$ cat src/rtl/multi_channel_timer_pkg.sv
// timer_pkg: shared channel state type and index/slice helpers for the multi-channel timer
package timer_pkg;
  typedef enum logic {IDLE, RUN} chan_state_t;
  function automatic int ch_idx_w(input int n);
    return n > 1 ? $clog2(n) : 1;
  endfunction
  function automatic int slice_lo(input int c, input int w);
    return c * w;
  endfunction
endpackage

$ cat src/rtl/multi_channel_timer_channel.sv
// timer_channel: one start/capture channel with saturating counter, overflow flag and one-shot/periodic alarm
module timer_channel import timer_pkg::*; #(
  parameter int CNT_W = 16
) (
  input  logic             clk,
  input  logic             sreset,
  input  logic             start,
  input  logic             capture,
  input  logic             rst_capture,
  input  logic             cfg_we,
  input  logic [CNT_W-1:0] cfg_alarm_time,
  input  logic             cfg_alarm_en,
  input  logic             cfg_periodic,
  output logic             running,
  output logic [CNT_W-1:0] count,
  output logic [CNT_W-1:0] capture_value,
  output logic             capture_valid,
  output logic             alarm,
  output logic             overflow
);
  localparam logic [CNT_W-1:0] MAX = '1;
  chan_state_t state;
  logic [CNT_W-1:0] alarm_time;
  logic alarm_en, periodic, match, cap_ok;
  assign running = state == RUN;
  assign cap_ok = running && capture && !start && !rst_capture;
  assign match = running && alarm_en && count == alarm_time && !start && !rst_capture;
  always_ff @(posedge clk) begin
    if (sreset) begin
      state <= IDLE;
      count <= '0;
      capture_value <= '0;
      capture_valid <= 1'b0;
      alarm <= 1'b0;
      overflow <= 1'b0;
      alarm_time <= '0;
      alarm_en <= 1'b0;
      periodic <= 1'b0;
    end else begin
      capture_valid <= cap_ok;
      alarm <= match;
      if (cap_ok) capture_value <= count;
      if (rst_capture) begin
        state <= IDLE;
        count <= '0;
        capture_value <= '0;
        overflow <= 1'b0;
      end else if (start) begin
        state <= RUN;
        count <= '0;
        overflow <= 1'b0;
      end else if (running) begin
        if (match && periodic) count <= '0;
        else if (count != MAX) count <= count + CNT_W'(1);
        if (!(match && periodic) && count == MAX - CNT_W'(1)) overflow <= 1'b1;
        if (match && !periodic) alarm_en <= 1'b0;
      end
      if (cfg_we) begin
        alarm_time <= cfg_alarm_time;
        alarm_en <= cfg_alarm_en;
        periodic <= cfg_periodic;
      end
    end
  end
endmodule

$ cat src/rtl/multi_channel_timer.sv
// multi_channel_timer: NUM_CH independent timer channels with decoded alarm config writes
module multi_channel_timer import timer_pkg::*; #(
  parameter int NUM_CH = 4,
  parameter int CNT_W  = 16
) (
  input  logic                      clk,
  input  logic                      sreset,
  input  logic [NUM_CH-1:0]         start,
  input  logic [NUM_CH-1:0]         capture,
  input  logic [NUM_CH-1:0]         rst_capture,
  input  logic                      cfg_we,
  input  logic [ch_idx_w(NUM_CH)-1:0] cfg_ch,
  input  logic [CNT_W-1:0]          cfg_alarm_time,
  input  logic                      cfg_alarm_en,
  input  logic                      cfg_periodic,
  output logic [NUM_CH-1:0]         running,
  output logic [NUM_CH*CNT_W-1:0]   count,
  output logic [NUM_CH*CNT_W-1:0]   capture_value,
  output logic [NUM_CH-1:0]         capture_valid,
  output logic [NUM_CH-1:0]         alarm,
  output logic [NUM_CH-1:0]         overflow
);
  localparam int CH_IDX_W = ch_idx_w(NUM_CH);
  for (genvar c = 0; c < NUM_CH; c++) begin : g_ch
    timer_channel #(.CNT_W(CNT_W)) u_ch (
      .clk(clk),
      .sreset(sreset),
      .start(start[c]),
      .capture(capture[c]),
      .rst_capture(rst_capture[c]),
      .cfg_we(cfg_we && cfg_ch == CH_IDX_W'(c)),
      .cfg_alarm_time(cfg_alarm_time),
      .cfg_alarm_en(cfg_alarm_en),
      .cfg_periodic(cfg_periodic),
      .running(running[c]),
      .count(count[slice_lo(c, CNT_W) +: CNT_W]),
      .capture_value(capture_value[slice_lo(c, CNT_W) +: CNT_W]),
      .capture_valid(capture_valid[c]),
      .alarm(alarm[c]),
      .overflow(overflow[c])
    );
  end
endmodule
$ cat config.mk
export PLATFORM = sky130hd
export DESIGN_NAME = multi_channel_timer
export DESIGN_NICKNAME = d
export VERILOG_FILES = /design/src/rtl/multi_channel_timer_pkg.sv /design/src/rtl/multi_channel_timer_channel.sv /design/src/rtl/multi_channel_timer.sv
export SDC_FILE = /design/constraint.sdc
export NUM_CORES = 1
export LEC_CHECK = 0
export CAP_MARGIN = 0
export CORE_AREA = 2 2 138 140
export DETAILED_ROUTE_END_ITERATION = 10
export DIE_AREA = 0 0 140 142
export GPL_TIMING_DRIVEN = 0
export PLACE_DENSITY = 0.76
export SYNTH_ARGS = -nofsm -noshare
export SYNTH_HDL_FRONTEND = slang
export SYNTH_HIERARCHICAL = 1
export SYNTH_SLANG_ARGS = --single-unit
$ cat constraint.sdc
create_clock -name clk -period 2.94 [get_ports clk]
set_clock_uncertainty 0.15 [all_clocks]
set_input_delay 0.588 -clock clk [delete_from_list [all_inputs] [get_ports clk]]
set_output_delay 0.588 -clock clk [all_outputs]
set_load 0.01 [all_outputs]
==> key figures, run 1 <==
Synth
  – Synthesized area: around 9400 µm²
  – Yosys reg bits: 216
  – Post-Syn Nets: 1119
  – Leading area contributor after synthesis: dfxtp_1
  – Top cell type's share of synthesized area: a little under half
  – Post-synth EDFFs: 0
  – Synth Area per Inst: 8.69 µm²
  – Synth Area in Compound Gates: 10.6%
  – Synth unique cells: 39
  – Mux cell area share after synthesis: under 10%
  – Most frequent cell after synthesis: dfxtp_1
  – Top FF cell, synth: dfxtp_1
  – Post-synth ARST share: 0%
  – Largest family of logic cells by synthesized area: simple AND/OR/NAND/NOR gates
  – Sequential area share after synthesis: between 40% and 50%
  – Post-Synth Adder-Cell Area: between 1 and 1.5%
  – Simple-Gate Fraction of Synth Area: 24.1%
  – Ys Warns: 6
  – Post-synth top cells: dfxtp_1, nand2_1, nor2_1
  – Xor/xnor share of the synthesized area: 7.12%
  – Synth top area cells: dfxtp_1, mux2i_1, nand2_1
  – Cell count after synthesis: between 1000 and 1500

Placement
  – Detailed Place HPWL: 17600 µm
  – Placed cell count: 1488
  – Input/output buffers: approximately 180
  – DP Area: between 10000 and 15000 µm²
  – Gp weighted congestion: 0.866

Worst setup path
  – CP arrival: 2.94 ns
  – CP Class: primary input to flop
  – Startpoint Class: primary input
  – CP endpoint kind: flop
  – Largest fanout on the critical path: 10
  – Worst path required time: 3.17 ns

Timing
  – Fin crit share: 92.2%
  – Least-Margin Pin Slew: 0.873 ns
  – RSZ-0062 raised after global routing: false
  – Max frequency: between 0.3 and 0.4 GHz
  – Hold Fails Final Rpt: 0
  – Final setup viols: 0
  – Final min period: 2.71 ns
  – Pins Over Slew Limit: 0
  – Slew HR: 41.7%

Clocking
  – Cts hold-fix bufs: 0
  – Clock tree buffer depth: 3
  – Clock latency at the later pin of the worst-skew pair: 0.51 ns
  – CTS clk-pin slew, worst paths: 0.06 ns
  – Clock sink total: 216
  – Number of CTS-inserted buffers: 23
  – TritonCTS clock tree: yes
  – Clk root buf: clkbuf_16
  – H-tree depth: 1

GRT
  – M3 GR Usage: 3.60%
  – Initial antenna violation count: 0
  – Vias in the first global route: 7586
  – GR Util met2: 40.8%
  – First-pass GRT wire length: around 40000 µm
  – Total grt overflow: 0
  – Gr busiest metal: met2
  – Total GRT Usage: 23.7%
  – Largest net degree at the start of global routing: 14
  – Met1 Usage GRT: 32.0%

Detailed routing
  – Residual DRC: 10
  – Wirelength per Cell: between 15 and 20 µm
  – Pre-antenna DRT Iters: 7
  – Vias: just over 8000
  – Vias per cell: around 5.3
  – Detailed Route WL: 24200 µm
  – Iter 0 DRT Violations: 498
  – Final ANT Viol Nets: 0

Layout
  – Post-route cell area: 12200 µm²
  – Multi-input logic area: 4710 µm²
  – Filler cells: 1520
  – Fraction of layout cells with a size suffix above 1: 5.71%
  – Antenna diode count: 0
  – Fin cells: 1529
  – Final nets: 1322
  – Register area: around 4300 µm²
  – Layout area overhead: 30.9%

Outcome
  – Failing checks: design-rule violations
  – Status: complete, but fails checks

Floorplan
  – Chip Width: approximately 140 µm
  – Ports: 179
  – Die Y: 142 µm
  – FP Rows: 50
  – Initial Util: about half
  – Core Area: 18500 µm²
  – Die area: 19900 µm²

Power
  – VDD IR-drop max: 0.422 mV
  – PwrDens: 522 nW/µm²
  – Power Internal: 4.98 mW
  – Combinational Power Share: roughly 5.4%
  – Psw: 1.40 mW
  – Leak: 3.85 nW
  – Fraction of power consumed by sequential logic: 47.0%
  – Net Sw Frac: 22.0%
  – Clock share of power: 47.6%

Min path
  – Hold crit path type: flop to flop

Job
  – Max_cap viols: 0
-- area by class of cell --
type                            instances  share of cell area, %
Timing Repair Buffer                  178                   14.6
Multi-Input combinational cell        772                   38.5
Buffer                                 52                   1.64
Clock inverter                         10                   1.28
Clock buffer                           31                   5.19
Tap cell                              234                   2.39
Inverter                               36                   1.10
Sequential cell                       216                   35.3
-- registers in the layout, indices dropped and copies added (netlist names) --
signal and count:
g_ch.u_ch/alarm_en 4, g_ch.u_ch/count 64, g_ch.u_ch/alarm 4, g_ch.u_ch/running 4, g_ch.u_ch/alarm_time 64, g_ch.u_ch/periodic 4, g_ch.u_ch/capture_value 64, g_ch.u_ch/capture_valid 4
g_ch.u_ch/overflow 4
-- cells by family (layout without fill, tap and decap cells) --
kind of cell               Yosys count  count (layout)
and+or+nand+nor                    468             468
xor gates and xnor gates            76              76
DFF                                216             216
adders and majority gates            8               8
AOI/OAI and AO/OA                  152             152
buffers and inverters               88             307
muxes                               68              68
-- per-stage QoR --
stage | TNS [ns] | utilization, % | worst slack [ns] | hold WS [ns] | total power [mW]
finish | 0 | 66.3 | 0.228 | 0.300 | 6.39
global route | 0 | 66.3 | 0.0193 | 0.323 | 6.59
CTS | 0 | 66.2 | 0.0150 | 0.305 | 6.44
detailed placement | -31.39 | 61.9 | -0.555 | 0.297 | 3.41
global placement | -30.53 | 61.9 | -0.516 | 0.291 | 3.40
floorplan | 0 | - | 0.594 | 0.326 | 3.27
-- power groups by stage --
stage                     clock, mW  combinational, mW  sequential, mW
after floorplan                   0              0.211            3.05
after global placement            0              0.341            3.06
after detailed placement          0              0.345            3.06
after CTS                      3.10              0.347            3.00
after global routing           3.21              0.378            3.00
final                          3.04              0.346            3.00
-- repair_timing --
item,4_1_cts,5_1_grt
setup buffers,0,0
resized for setup,1,4
endpoints found under the setup margin,10,41
hold endpoints to repair,0,0
cloned,0,0
-- worst max-delay path, stage by stage --
cell             delay (ns)
clkdlybuf4s50_1        0.47
nor3b_2                0.38
nand4_1                0.22
nor4_4                 0.29
nand3_1                0.20
nand2_1                0.27
clkbuf_1               0.40
nor2_1                 0.11
-- final timing paths --
check,start,to,slack [ns],cells past startpoint
max,start[3],g_ch[3].u_ch/count[7],0.23,8
min,g_ch[0].u_ch/capture_value[12],g_ch[0].u_ch/capture_value[12],0.30,2
max reg2reg,g_ch[3].u_ch/count[15],g_ch[3].u_ch/count[7],0.29,7
min reg2reg,g_ch[0].u_ch/capture_value[12],g_ch[0].u_ch/capture_value[12],0.30,2
-- cell usage in the layout (no fill, tap or decap), types with 8 or more instances in the layout --
cell type	instances
dfxtp_1	216
clkdlybuf4s50_1	177
nand2_1	168
nor2_1	140
a21oi_1	92
xnor2_1	72
mux2i_1	68
clkbuf_1	49
inv_1	28
nand4_1	24
nand3_1	24
nor2b_1	24
clkbuf_16	23
nor3_1	20
o21ai_0	16
or3_1	12
nor4_1	12
inv_2	8
a2111o_1	8
nor4_4	8
and2_1	8
o31ai_1	8
or4_1	8
ha_1	8
-- layer usage --
metal	wire length [µm]	vias to the layer above
met4	343	0
li1	-	4074
met2	11400	209
met3	1310	31
met5	0	-
met1	11100	3806
(Power assumes the default switching activity.)
==> run 2, diff against run 1 <==
--- a/config.mk
+++ b/config.mk
@@ -6,11 +6,11 @@
 export NUM_CORES = 1
 export LEC_CHECK = 0
 export CAP_MARGIN = 0
-export CORE_AREA = 2 2 138 140
+export CORE_AREA = 2 2 146 148
 export DETAILED_ROUTE_END_ITERATION = 10
-export DIE_AREA = 0 0 140 142
+export DIE_AREA = 0 0 148 150
 export GPL_TIMING_DRIVEN = 0
-export PLACE_DENSITY = 0.76
+export PLACE_DENSITY = 0.68
 export SYNTH_ARGS = -nofsm -noshare
 export SYNTH_HDL_FRONTEND = slang
 export SYNTH_HIERARCHICAL = 1
==> run 2 against run 1 <==
The run now ends clean. First-iteration DRC count fell by 23%. Worst hold slack improved by 0.0019 ns. Sequential cell count unchanged. Sequential power is essentially flat. Fmax fell by 0.44%. Sequential share of layout area fell by 0.065 points. Largest cell class unchanged.
==> key figures, run 2 (synthesis results as in run 1) <==
Outcome
  – Status: finished clean

GRT
  – Largest net degree at the start of global routing: 14
  – Total grt overflow: 0
  – Vias in the first global route: between 7000 and 8000
  – Total GRT Usage: 21.6%
  – Initial antenna violation count: 3
  – First-pass GRT wire length: just under 40000 µm

Layout
  – Commonest non-fill, non-tap cell in the layout: dfxtp_1
  – Fraction of layout cells with a size suffix above 1: 5.65%
  – Layout area overhead: 31.1%
  – Final nets: 1322
  – Most frequent cells in the layout: dfxtp_1, clkdlybuf4s50_1, nand2_1, nor2_1, a21oi_1
  – Post-route cell area: roughly 12000 µm²
  – Final Util: 59.3%
  – Largest regs: g_ch.u_ch/alarm_time (64), g_ch.u_ch/capture_value (64), g_ch.u_ch/count (64)
  – Filler cells: 1891
  – Fin cells: about 1600

Placement
  – Gp weighted congestion: 0.870
  – Detailed Place HPWL: 18000 µm
  – Post-Place Worst Slack: -0.574 ns
  – DP Area: 11500 µm²
  – Placed cell count: 1529
  – Input/output buffers: 178

Detailed routing
  – Vias per cell: approximately 5.1
  – Residual DRC: 0
  – Iter 0 DRT Violations: 381
  – Detailed Route WL: approximately 24000 µm
  – Pre-antenna DRT Iters: 4
  – Wirelength per Cell: 15.6 µm
  – Vias: 8011
  – Final ANT Viol Nets: 0

Timing
  – Slew HR: between 30% and 40%
  – Hold Fails Final Rpt: 0
  – Pins Over Slew Limit: 0
  – Max frequency: 0.367 GHz
  – RSZ-0062 raised after global routing: false
  – Final min period: 2.72 ns
  – Setup slack after layout: 0.216 ns
  – Final setup viols: 0
  – Fin crit share: 92.7%
  – Worst hold-check slack: 0.302 ns
  – Least-Margin Pin Slew: 0.900 ns

Floorplan
  – FP Rows: 53
  – Die area: 22200 µm²
  – Core Area: about 21000 µm²
  – Die Y: 150 µm
  – Ports: 179
  – Chip Width: 148 µm
  – Initial Util: 45.2%

Worst setup path
  – CP Class: primary input to flop
  – Startpoint Class: primary input
  – Worst path required time: roughly 3.2 ns
  – Largest fanout on the critical path: 10
  – CP arrival: about 2.9 ns
  – CP endpoint kind: flop

Power
  – Net Sw Frac: 21.6%
  – VDD IR-drop max: 0.393 mV
  – Psw: 1.35 mW
  – PwrDens: 508 nW/µm²
  – Power Internal: approximately 4.9 mW
  – Clock share of power: 46.3%
  – Combinational Power Share: roughly 5.5%
  – Leak: 3.84 nW
  – Fraction of power consumed by sequential logic: 48.1%

Clocking
  – Clock sink total: 216
  – TritonCTS clock tree: yes
  – H-tree depth: 1
  – Number of CTS-inserted buffers: 23
  – Cts hold-fix bufs: 0
  – Clk root buf: clkbuf_16
  – CTS clk-pin slew, worst paths: 0.06 ns
  – Clock tree buffer depth: 3
  – Setup repair bufs after CTS: 0
  – Clock latency at the later pin of the worst-skew pair: roughly 0.50 ns

Job
  – Max_cap viols: 0

Min path
  – Hold crit path type: flop to flop
## run 2: path summary, 6_finish.rpt
path                                        from                             end  slack [ns]  depth (start not counted)
setup / recovery                        start[3]          g_ch[3].u_ch/count[13]        0.22                          8
hold / removal    g_ch[2].u_ch/capture_value[14]  g_ch[2].u_ch/capture_value[14]        0.30                          2
setup reg to reg          g_ch[2].u_ch/count[15]           g_ch[2].u_ch/count[2]        0.28                          7
hold reg to reg   g_ch[2].u_ch/capture_value[14]  g_ch[2].u_ch/capture_value[14]        0.30                          2
## run 2: layout make-up
type	count	area (µm²)	share of cell area (%)
Multi-Input combinational cell	772	4710	38.4
Sequential cell	216	4320	35.3
Timing Repair Buffer	178	1780	14.5
Clock buffer	33	683	5.57
Tap cell	275	344	2.81
Buffer	52	200	1.63
Inverter	36	135	1.10
Clock inverter	5	75.1	0.612
Antenna cell	2	5.00	0.0408
## run 2: timing repair
action,in CTS,in global routing
resized for setup,2,3
setup endpoints to repair,20,42
gates cloned,0,0
endpoints found under the hold margin,0,0
pin swaps,0,0
## run 2: routing by layer
| metal | global-route usage (%) | share of wire [%] | wire length (µm) | up-vias |
|---|---|---|---|---|
| met3 | 3.78 | 4.7 | 1140 | 24 |
| met1 | 30.2 | 48 | 11700 | 3730 |
| met2 | 35.3 | 46 | 11200 | 173 |
| met4 | 4.19 | 1.4 | 354 | 0 |
| li1 | - | - | - | 4084 |
| met5 | 0 | 0 | 0 | - |
## run 2: critical path: stages
cell,delay (ns)
clkdlybuf4s50_1,0.48
nor3b_2,0.41
nand4_1,0.21
nor4_4,0.29
nand3_1,0.19
nand2_1,0.26
clkbuf_1,0.40
nor2_1,0.11
## run 2: metrics by stage
step                      TNS [ns]  power, mW
after floorplan                  0       3.27
after global placement      -32.74       3.41
after detailed placement    -33.45       3.41
after CTS                        0       6.32
after global routing             0       6.48
final                            0       6.24
## run 2: power by group through the flow
stage / registers (mW) / logic (mW) / clock network (mW)
after floorplan: 3.05 / 0.211 / 0
after detailed placement: 3.07 / 0.345 / 0
final: 3.00 / 0.345 / 2.89
after global placement: 3.06 / 0.342 / 0
after CTS: 3.00 / 0.347 / 2.97
after global routing: 3.00 / 0.378 / 3.10
